### src/rtl/vec_alu_pkg.sv
// Shared opcode enum, default widths and lane type for the vector ALU pipeline.
// Optional reduce feature is controlled by macro VEC_ALU_REDUCE_EN.
package vec_alu_pkg;

   localparam int OPW_DEFAULT = 5;
   localparam int EW_DEFAULT  = 8;

   typedef logic [EW_DEFAULT-1:0] lane_t;

   typedef enum logic [OPW_DEFAULT-1:0] {
      VOP_PASS = 5'd0,
      VOP_ADD  = 5'd1,
      VOP_SUB  = 5'd2,
      VOP_XOR  = 5'd3,
      VOP_AND  = 5'd4,
      VOP_OR   = 5'd5,
      VOP_ROTL = 5'd6,
      VOP_ROTR = 5'd7,
      VOP_SHL  = 5'd8,
      VOP_SHR  = 5'd9,
      VOP_HSUM = 5'd10
   } vop_e;

endpackage

### src/rtl/vec_lane_alu.sv
// One lane of the vector ALU: purely combinational, EW-bit operands, no cross-lane carry.
// HSUM is not handled here; unknown opcodes yield zero.
module vec_lane_alu
   import vec_alu_pkg::*;
#(
   parameter int EW  = 8,
   parameter int OPW = OPW_DEFAULT
) (
   input  logic [OPW-1:0] op,
   input  logic [EW-1:0]  a,
   input  logic [EW-1:0]  b,
   output logic [EW-1:0]  y
);

   localparam int             SW   = $clog2(EW);
   localparam logic [EW-1:0]  EW_L = EW'(EW);

   logic [SW-1:0]   amt;
   logic [2*EW-1:0] rot_l;
   logic [2*EW-1:0] rot_r;

   always_comb begin
      // Rotating a doubled copy keeps the rotate a plain shift for any EW.
      amt   = b[SW-1:0];
      rot_l = {a, a} << amt;
      rot_r = {a, a} >> amt;
      y     = '0;
      case (op)
         OPW'(VOP_PASS): y = a;
         OPW'(VOP_ADD):  y = a + b;
         OPW'(VOP_SUB):  y = a - b;
         OPW'(VOP_XOR):  y = a ^ b;
         OPW'(VOP_AND):  y = a & b;
         OPW'(VOP_OR):   y = a | b;
         OPW'(VOP_ROTL): y = rot_l[2*EW-1:EW];
         OPW'(VOP_ROTR): y = rot_r[EW-1:0];
         OPW'(VOP_SHL):  y = (b >= EW_L) ? '0 : a << b;
         OPW'(VOP_SHR):  y = (b >= EW_L) ? '0 : a >> b;
         default:        y = '0;
      endcase
   end

endmodule

### src/rtl/vec_alu_pipe.sv
// Two-stage handshaked vector ALU with flush and completed-op counter.
// Define VEC_ALU_REDUCE_EN to build the HSUM adder tree (op 10).
module vec_alu_pipe
   import vec_alu_pkg::*;
#(
   parameter int LANES = 16,
   parameter int EW    = 8,
   parameter int OPW   = OPW_DEFAULT
) (
   input  logic                clk,
   input  logic                reset,
   input  logic                flush,
   input  logic                in_valid,
   output logic                in_ready,
   input  logic [OPW-1:0]      op,
   input  logic [LANES*EW-1:0] src_a,
   input  logic [LANES*EW-1:0] src_b,
   input  logic [4:0]          rd_in,
   output logic                out_valid,
   input  logic                out_ready,
   output logic [LANES*EW-1:0] result,
   output logic [4:0]          rd_out,
   output logic [31:0]         op_count
);

   localparam int W = LANES * EW;

   logic          adv1, adv2, accept;
   logic          s1_valid_q, s1_valid_d, s2_valid_q, s2_valid_d;
   logic [OPW-1:0] s1_op_q, s1_op_d;
   logic [W-1:0]  s1_a_q, s1_a_d, s1_b_q, s1_b_d;
   logic [4:0]    s1_rd_q, s1_rd_d, rd_out_q, rd_out_d;
   logic [W-1:0]  result_q, result_d;
   logic [31:0]   op_count_q, op_count_d;
   logic [W-1:0]  lane_res, s2_res;

   for (genvar i = 0; i < LANES; i++) begin : gen_lane
      vec_lane_alu #(.EW(EW), .OPW(OPW)) u_lane (
         .op (s1_op_q),
         .a  (s1_a_q[i*EW +: EW]),
         .b  (s1_b_q[i*EW +: EW]),
         .y  (lane_res[i*EW +: EW])
      );
   end

`ifdef VEC_ALU_REDUCE_EN
   localparam int HALF = LANES / 2;

   logic [EW-1:0] psum_q [HALF];
   logic [EW-1:0] psum_d [HALF];
   logic [EW-1:0] hsum;

   always_comb begin
      for (int i = 0; i < HALF; i++) begin
         psum_d[i] = accept ? src_a[2*i*EW +: EW] + src_a[(2*i+1)*EW +: EW] : psum_q[i];
      end
      hsum = '0;
      for (int i = 0; i < HALF; i++) begin
         hsum = hsum + psum_q[i];
      end
      s2_res = lane_res;
      if (s1_op_q == OPW'(VOP_HSUM)) begin
         s2_res = W'(hsum);
      end
   end

   always_ff @(posedge clk) begin
      psum_q <= psum_d;
   end
`else
   always_comb begin
      s2_res = lane_res;
   end
`endif

   always_comb begin
      adv2     = !s2_valid_q || out_ready;
      adv1     = !s1_valid_q || adv2;
      in_ready = adv1 && !flush;
      accept   = in_valid && in_ready;

      s1_valid_d = flush ? 1'b0 : (adv1 ? accept : s1_valid_q);
      s2_valid_d = flush ? 1'b0 : (adv2 ? s1_valid_q : s2_valid_q);

      s1_op_d = accept ? op    : s1_op_q;
      s1_a_d  = accept ? src_a : s1_a_q;
      s1_b_d  = accept ? src_b : s1_b_q;
      s1_rd_d = accept ? rd_in : s1_rd_q;

      result_d = result_q;
      rd_out_d = rd_out_q;
      if (adv2 && s1_valid_q && !flush) begin
         result_d = s2_res;
         rd_out_d = s1_rd_q;
      end

      op_count_d = op_count_q + 32'(s2_valid_q && out_ready && !flush);
   end

   always_ff @(posedge clk) begin
      if (reset) begin
         s1_valid_q <= 1'b0;
         s2_valid_q <= 1'b0;
         result_q   <= '0;
         rd_out_q   <= '0;
         op_count_q <= '0;
      end else begin
         s1_valid_q <= s1_valid_d;
         s2_valid_q <= s2_valid_d;
         result_q   <= result_d;
         rd_out_q   <= rd_out_d;
         op_count_q <= op_count_d;
      end
   end

   // NOTE: S1 payload is qualified by s1_valid_q, so it needs no reset and stays a plain register.
   always_ff @(posedge clk) begin
      s1_op_q <= s1_op_d;
      s1_a_q  <= s1_a_d;
      s1_b_q  <= s1_b_d;
      s1_rd_q <= s1_rd_d;
   end

   assign out_valid = s2_valid_q;
   assign result    = result_q;
   assign rd_out    = rd_out_q;
   assign op_count  = op_count_q;

endmodule

### config.mk
export PLATFORM = sky130hd
export DESIGN_NAME = vec_alu_pipe
export DESIGN_NICKNAME = d
export VERILOG_FILES = /design/src/rtl/vec_alu_pkg.sv /design/src/rtl/vec_lane_alu.sv /design/src/rtl/vec_alu_pipe.sv
export SDC_FILE = /design/constraint.sdc
export NUM_CORES = 2
export LEC_CHECK = 0
export BUFFER_PORTS_ARGS = -buffer_cell sky130_fd_sc_hd__buf_4
export CORE_UTILIZATION = 44
export CTS_BUF_LIST = sky130_fd_sc_hd__clkbuf_8
export DETAILED_ROUTE_END_ITERATION = 10
export PLACE_DENSITY = 0.69
export SLEW_MARGIN = 20
export SYNTH_ARGS = -nofsm -noshare
export SYNTH_HDL_FRONTEND = slang
export SYNTH_SLANG_ARGS = --single-unit
### constraint.sdc
create_clock -name clk -period 11.6 [get_ports clk]
set_input_delay 1.16 -clock clk [delete_from_list [all_inputs] [get_ports clk]]
set_output_delay 1.16 -clock clk [all_outputs]
set_load 0.01 [all_outputs]
Yosys cells after proc, flatten, opt, wreduce, memory -nomap -nowiden
Index checks and enable logic that the tools add are counted.
Storage, ports and cells
  output and inout bits: 167
  memories: 0
  bits in read-only memories: 0
  logic and storage cells: 240
  RAM bits: 0
  latch bits: 0
  flip-flop bits (word level): 433
Cells by class
  reductions and logical operators: 13
  bitwise logic cells: 48
  multiplexer cells: 48
  $lt $le $gt $ge: 16
  $add $sub $neg: 33
  div/mod/pow operators: 0
  multipliers: 0
  equality and inequality tests: 9
  shifts and indexed selects: 64
Operators with widths (number)
  $pmux 8 s10: 16
  $mux 8: 32
  $shl 16x3->16: 16
  $shr 16x3->8: 16
  $add 8x8->8: 16
  $and 8x8->8: 16
  $ge 8x4->1 const B: 16
  $or 8x8->8: 16
  $shl 8x8->8: 16
  $shr 8x8->8: 16
  $sub 8x8->8: 16
  $xor 8x8->8: 16
  $add 32x1->32: 1
  $eq 5x3->1 const B: 4
  $eq 5x2->1 const B: 2
  $eq 5x4->1 const B: 2
  $logic_and 1x1->1: 6
  $eq 5x1->1 const B: 1
  $logic_not 5->1: 1
  $logic_not 1->1: 3
  $logic_or 1x1->1: 2
  $reduce_or 2->1: 1

Logic depth before layout (Yosys ltp)
  word-level depth: 5
  depth in mapped cells: 16
  depth with buffers taken out: 12

Modules after synthesis
A second synthesis with hierarchy kept.
Second synthesis, totals
  cell total of the unflattened synthesis: 5148
  area total of the unflattened synthesis: 43048.8 um^2
By module, submodules not included
  vec_lane_alu (gen_lane[2].u_lane ...): seq. area each 0.0 um^2, cells each 252, area an instance 1771.7 um^2, instances 8
  vec_alu_pipe: seq. area each 11330.9 um^2, cells each 1029, area an instance 14074.7 um^2, instances 1
  vec_lane_alu (gen_lane[0].u_lane ...): seq. area each 0.0 um^2, cells each 276, area an instance 1894.3 um^2, instances 3
  vec_lane_alu (gen_lane[12].u_lane ...): seq. area each 0.0 um^2, cells each 247, area an instance 1799.2 um^2, instances 3
  vec_lane_alu (gen_lane[1].u_lane): seq. area each 0.0 um^2, cells each 265, area an instance 1885.6 um^2, instances 1
  vec_lane_alu (gen_lane[11].u_lane): seq. area each 0.0 um^2, cells each 269, area an instance 1834.3 um^2, instances 1

Least setup slack after synthesis
OpenSTA, ideal clock, no wires.
  path type: input to register
  start point: input out_ready
  end point: register s1_a_q[0] (enable)
  path buffers: 0
  stages: 3
  setup slack: 3.334 ns
  data arrival time: 7.606 ns
  cells stage by stage: nor2b_1 > a21oi_1 > and2_1
Between the ends
  cells in the longest elaborated chain, start to end: 4
Ends and longest elaborated chain
  start: declaration: line vec_alu_pipe.sv:20  | input logic out_ready,
  $logic_or 1x1->1: line vec_alu_pipe.sv:77  | adv2 = !s2_valid_q || out_ready;
  $logic_or 1x1->1: line vec_alu_pipe.sv:78  | adv1 = !s1_valid_q || adv2;
  $logic_and 1x1->1: line vec_alu_pipe.sv:79  | in_ready = adv1 && !flush;
  named net in_ready: line vec_alu_pipe.sv:14  | output logic in_ready,
  $logic_and 1x1->1: line vec_alu_pipe.sv:80  | accept = in_valid && in_ready;
  named net accept: line vec_alu_pipe.sv:28  | logic adv1, adv2, accept;
  end signal: assignment: line vec_alu_pipe.sv:119  | s1_a_q <= s1_a_d;
  end: declaration: line vec_alu_pipe.sv:31  | logic [W-1:0] s1_a_q, s1_a_d, s1_b_q, s1_b_d;
The timed path passes the listed nets, and every way through them passes these cells.
A chain may end at the register's enable or synchronous reset.

Worst setup path in the final report
  start point: register s1_op_q[2]
  end point: register result_q[61], in the netlist result[61]
Between the ends
  cells in the longest elaborated chain, start to end: 2
  elaborated cells between the ends (all ways): 11
  those cells by class: eq/ne (9); mux (1); reduce/logical (1)
Ends and longest elaborated chain
  start: declaration: line vec_alu_pipe.sv:30  | logic [OPW-1:0] s1_op_q, s1_op_d;
  start signal: assignment: line vec_alu_pipe.sv:118  | s1_op_q <= s1_op_d;
  $eq 5x4->1 (tied with other cells): line vec_lane_alu.sv:28  | case (op)
  $pmux 8 s10 *: line vec_lane_alu.sv:28
  end signal: assignment: line vec_alu_pipe.sv:110  | result_q <= result_d;
  end: declaration: line vec_alu_pipe.sv:33  | logic [W-1:0] result_q, result_d;
Mark *: on every way between the ends. The rest lies on a longest branch, timed or not.

==> metrics.md <==
| Metric | Value |
|---|---|
| Status | complete, no violations |
| Chip width | around 310 um |
| CTS Root Cell | clkbuf_8 |
| Top cell type by total area after synthesis | edfxtp_1 |
| CP max stage cell | buf_4 |
| Reg clk slew, reported paths | roughly 0.070 ns |
| Fin. Hold Viols | 0 |
| Slowest Stage Delay on Critical Path | 0.79 ns |
| Final min period | approximately 5 ns |
| Syn Std Cell Area | 0.04145 mm^2 |
| Static Leak | about 19 nW |
| Max-slew headroom | a little under a quarter |
| Cts hold-fix bufs | 0 |
| Share of cells above drive strength 1 | around 17% |
| Flop and latch count out of synthesis | approximately 430 |
| Final Skew | about 0.079 ns |
| Setup crit end kind | register |
| Unrepaired setup endpoints after global routing | no |
| DRC | 0 |
| Crit share post-route | roughly two fifths |
| Worst min path class | register to register |
| RR Startpoint | s1_op_q[2] |
| PwrDens | about 110 mW/mm^2 |
| MaxCap Viol Count | 0 |
| Worst r2r path cells | 12 |
| Core ar. | approximately 0.093 mm^2 |
| Top cells by area, synth | edfxtp_1, ha_1, dfxtp_1 |
| Final nets | between 5000 and 6000 |
| Area Overhead vs Synth | 14.82% |
| FFs w/ async S/R, synth | 0% |
| Arr. time, crit path | roughly 5.5 ns |
| GRT Total Usage | between 30% and 40% |
| Final RePlAce weighted congestion | between 0.9 and 1 |
| Commonest cells post-synth | nor2_1, ha_1, nand2_1 |
| Share of the synthesized area in the top cell type | 19.27% |
| Initial core utilization | between 40 and 50% |
| PortBufs | roughly 440 |
| Clock sinks | approximately 430 |
| Remaining Overflow, GRT | 0 |
| Most frequent cell after synthesis | nor2_1 |
| H-Tree Level Count | 3 |
| Hold Path Origin | result[16] |
| Mapped Cells | about 4800 |
| TritonRoute pass-1 iters | 8 |
| Starting DRT DRC Count | between 5000 and 6000 |
| Critical path depth | 12 |
| Worst Path Buf+Inv | 1 |
| Crit path max-delay family | simple AND/OR/NAND/NOR gates |
| Vias in the first global route | approximately 40000 |
| Fmax | about 210 MHz |
| CTS Buf Count | 85 |
| Reg2reg setup slack | ~6.7 ns |
| Mapped Avg Cell Area | just under 9 um^2 |
| Initial antenna violation count | 5 |
| Die height | just over 300 um |
| Post-synth EDFFs | 266 |
| DR vias/cell | about 6.5 |
| Startpoint types | register |
| Final Slew Violations | 0 |
| WL/cell | roughly 26 um |
| Largest net degree at the start of global routing | 77 |
| Slew of the pin with the lowest slew margin | about 1.2 ns |
| Min-Delay Path Depth | 2 |
| Hold path endpoint | result[16] |
| Fillers | 8861 |
| Routed via count | between 40000 and 50000 |
| Worst path cell trace | or3_1 -> nor2_4 -> buf_4 -> nor2_1 -> xnor2_1 -> ha_1 -> o21a_1 -> o31a_1 -> o21ai_0 -> nor3b_1 -> nor3_1 -> o31a_1 |
| Reg2reg end | result[61] |
| Post-CTS Setup Inserts | 0 |
| Worst path most repeated cell | o31a_1 |
| Critical Path RT | between 10 and 15 ns |
| Total Wirelength | 162.7 mm |
| Worst-case clock buffer depth | 3 |
| Maximum VDD drop | 0.00007970 V |
| Global-route wire length before repair | ~240 mm |
| Total Power | between 5 and 6 mW |
| # rows | between 100 and 150 |
| Yosys cell types | around 90 |
| Final setup viols | 0 |
| CP max FO | 57 |
| Remaining antenna violation count | 0 |
| Post-detail-place hpwl | around 110 mm |
| Worst-Skew Late Latency | a little under 0.8 ns |
| Fin Setup TNS | 0 ns |
| Seq/Total Area, Yosys | between 20% and 30% |
| Area of the die | roughly 0.095 mm^2 |
| Synth warn | 0 |
| # IOs | 438 |
| WS Path Type | register to register |
| CTS tree | yes |
| Synth Net Count | about 5500 |
| Post-CTS sizing | 0 |
| Main synth FF type | edfxtp_1 |
==> registers in the layout, summed over array words and instances, names as in the netlist <==
| register | count |
|---|---|
| result | 128 |
| s1_a_q | 128 |
| s1_b_q | 128 |
| op_count | 32 |
| rd_out | 5 |
| s1_op_q | 5 |
| s1_rd_q | 5 |
| out_valid | 1 |
| s1_valid_q | 1 |
==> worst max path at each step <==
| stage | startpoint | end | slack (ns) |
|---|---|---|---|
| 5_1_grt | s1_op_q[2] | result[45] | 6.51 |
| 4_1_cts | s1_op_q[2] | result[61] | 6.85 |
| 2_1_floorplan | out_ready | s1_a_q[0] | 3.33 |
| 6_report | s1_op_q[2] | result[61] | 6.74 |
| 3_3_place_gp | s1_op_q[2] | result[45] | 6.95 |
| 3_5_place_dp | s1_op_q[2] | result[45] | 6.89 |
==> cells in the final DEF, fill, tap and decap left out, types with 42 or more instances in the layout <==
cell      netlist  routed
inv_1         270     291
a22oi_1        80      80
a21oi_1       298     298
edfxtp_1      266     266
buf_4           2     521
ha_1          386     386
a211oi_1      105     105
a311oi_1       43      43
xnor2_1       141     141
dfxtp_1       167     167
nor2_1        466     460
mux4_2         84      84
mux2_2         66      66
nand2_1       344     338
nand3_1        80      80
nand4_1        43      43
a31oi_1        42      42
clkbuf_8        0      97
o21ai_0       258     258
nor3_1        140     138
mux2i_1       230     230
nand2b_1       49      48
a221oi_1       72      72
==> cell families (layout without fill, tap and decap cells) <==
logic type                 Yosys count  after routing  share of synthesized area (%)
AOI/OAI and AO/OA                 1381           1381                          22.88
xor gates and xnor gates           172            172                          3.634
adders and majority gates          402            402                          12.42
buffers and inverters              660            969                          6.269
DFF                                433            433                          27.33
muxes                              380            380                          11.91
other                                0              3                              0
and+or+nand+nor                   1360           1360                          15.55
==> layout make-up <==
| class | count | area, um^2 | share of cell area [%] |
|---|---|---|---|
| clock inverters | 63 | 695.7 | 1.462 |
| repair buffers | 521 | 3911 | 8.217 |
| well taps | 1254 | 1569 | 3.296 |
| inverters | 288 | 1081 | 2.271 |
| clock buffers | 97 | 1335 | 2.805 |
| diodes | 3 | 7.507 | 0.01577 |
| multi-input cells | 3695 | 27670 | 58.13 |
| flip-flops and latches | 433 | 11330 | 23.81 |
==> routing by layer <==
| layer | global-route usage, % | share of wire, % |
|---|---|---|
| met4 | 21.16 | 6.2 |
| met3 | 6.783 | 11 |
| met5 | 0 | 0.0080 |
| met2 | 50.71 | 44 |
| met1 | 42.20 | 39 |
==> worst min-delay path: cells and delay by family (launching register included) <==
kind	cells	cell delay (ns)
simple gates	2	0.10
flops	1	0.30
==> power by group <==
| part | switching [mW] | internal, mW | total (mW) |
|---|---|---|---|
| Clock | 0.775 | 1.12 | 1.90 |
| Combinational | 0.761 | 0.562 | 1.32 |
| Sequential | 0.172 | 1.71 | 1.89 |
==> stage by stage <==
stage          std cells  instance area, um^2  util [%]  setup WS, ns  hold slack (ns)
2_1_floorplan       4788                41450         -         3.334           0.4666
5_1_grt             6352                47590     50.99         6.509           0.4887
3_3_place_gp        6191                45560     48.81         6.945           0.4366
3_5_place_dp        6191                45560     48.81         6.889           0.4450
4_1_cts             6351                47590     50.99         6.845           0.4514
6_report            6354                47600     51.00         6.744           0.4486
No activity file was read; power rests on OpenSTA's default activity.
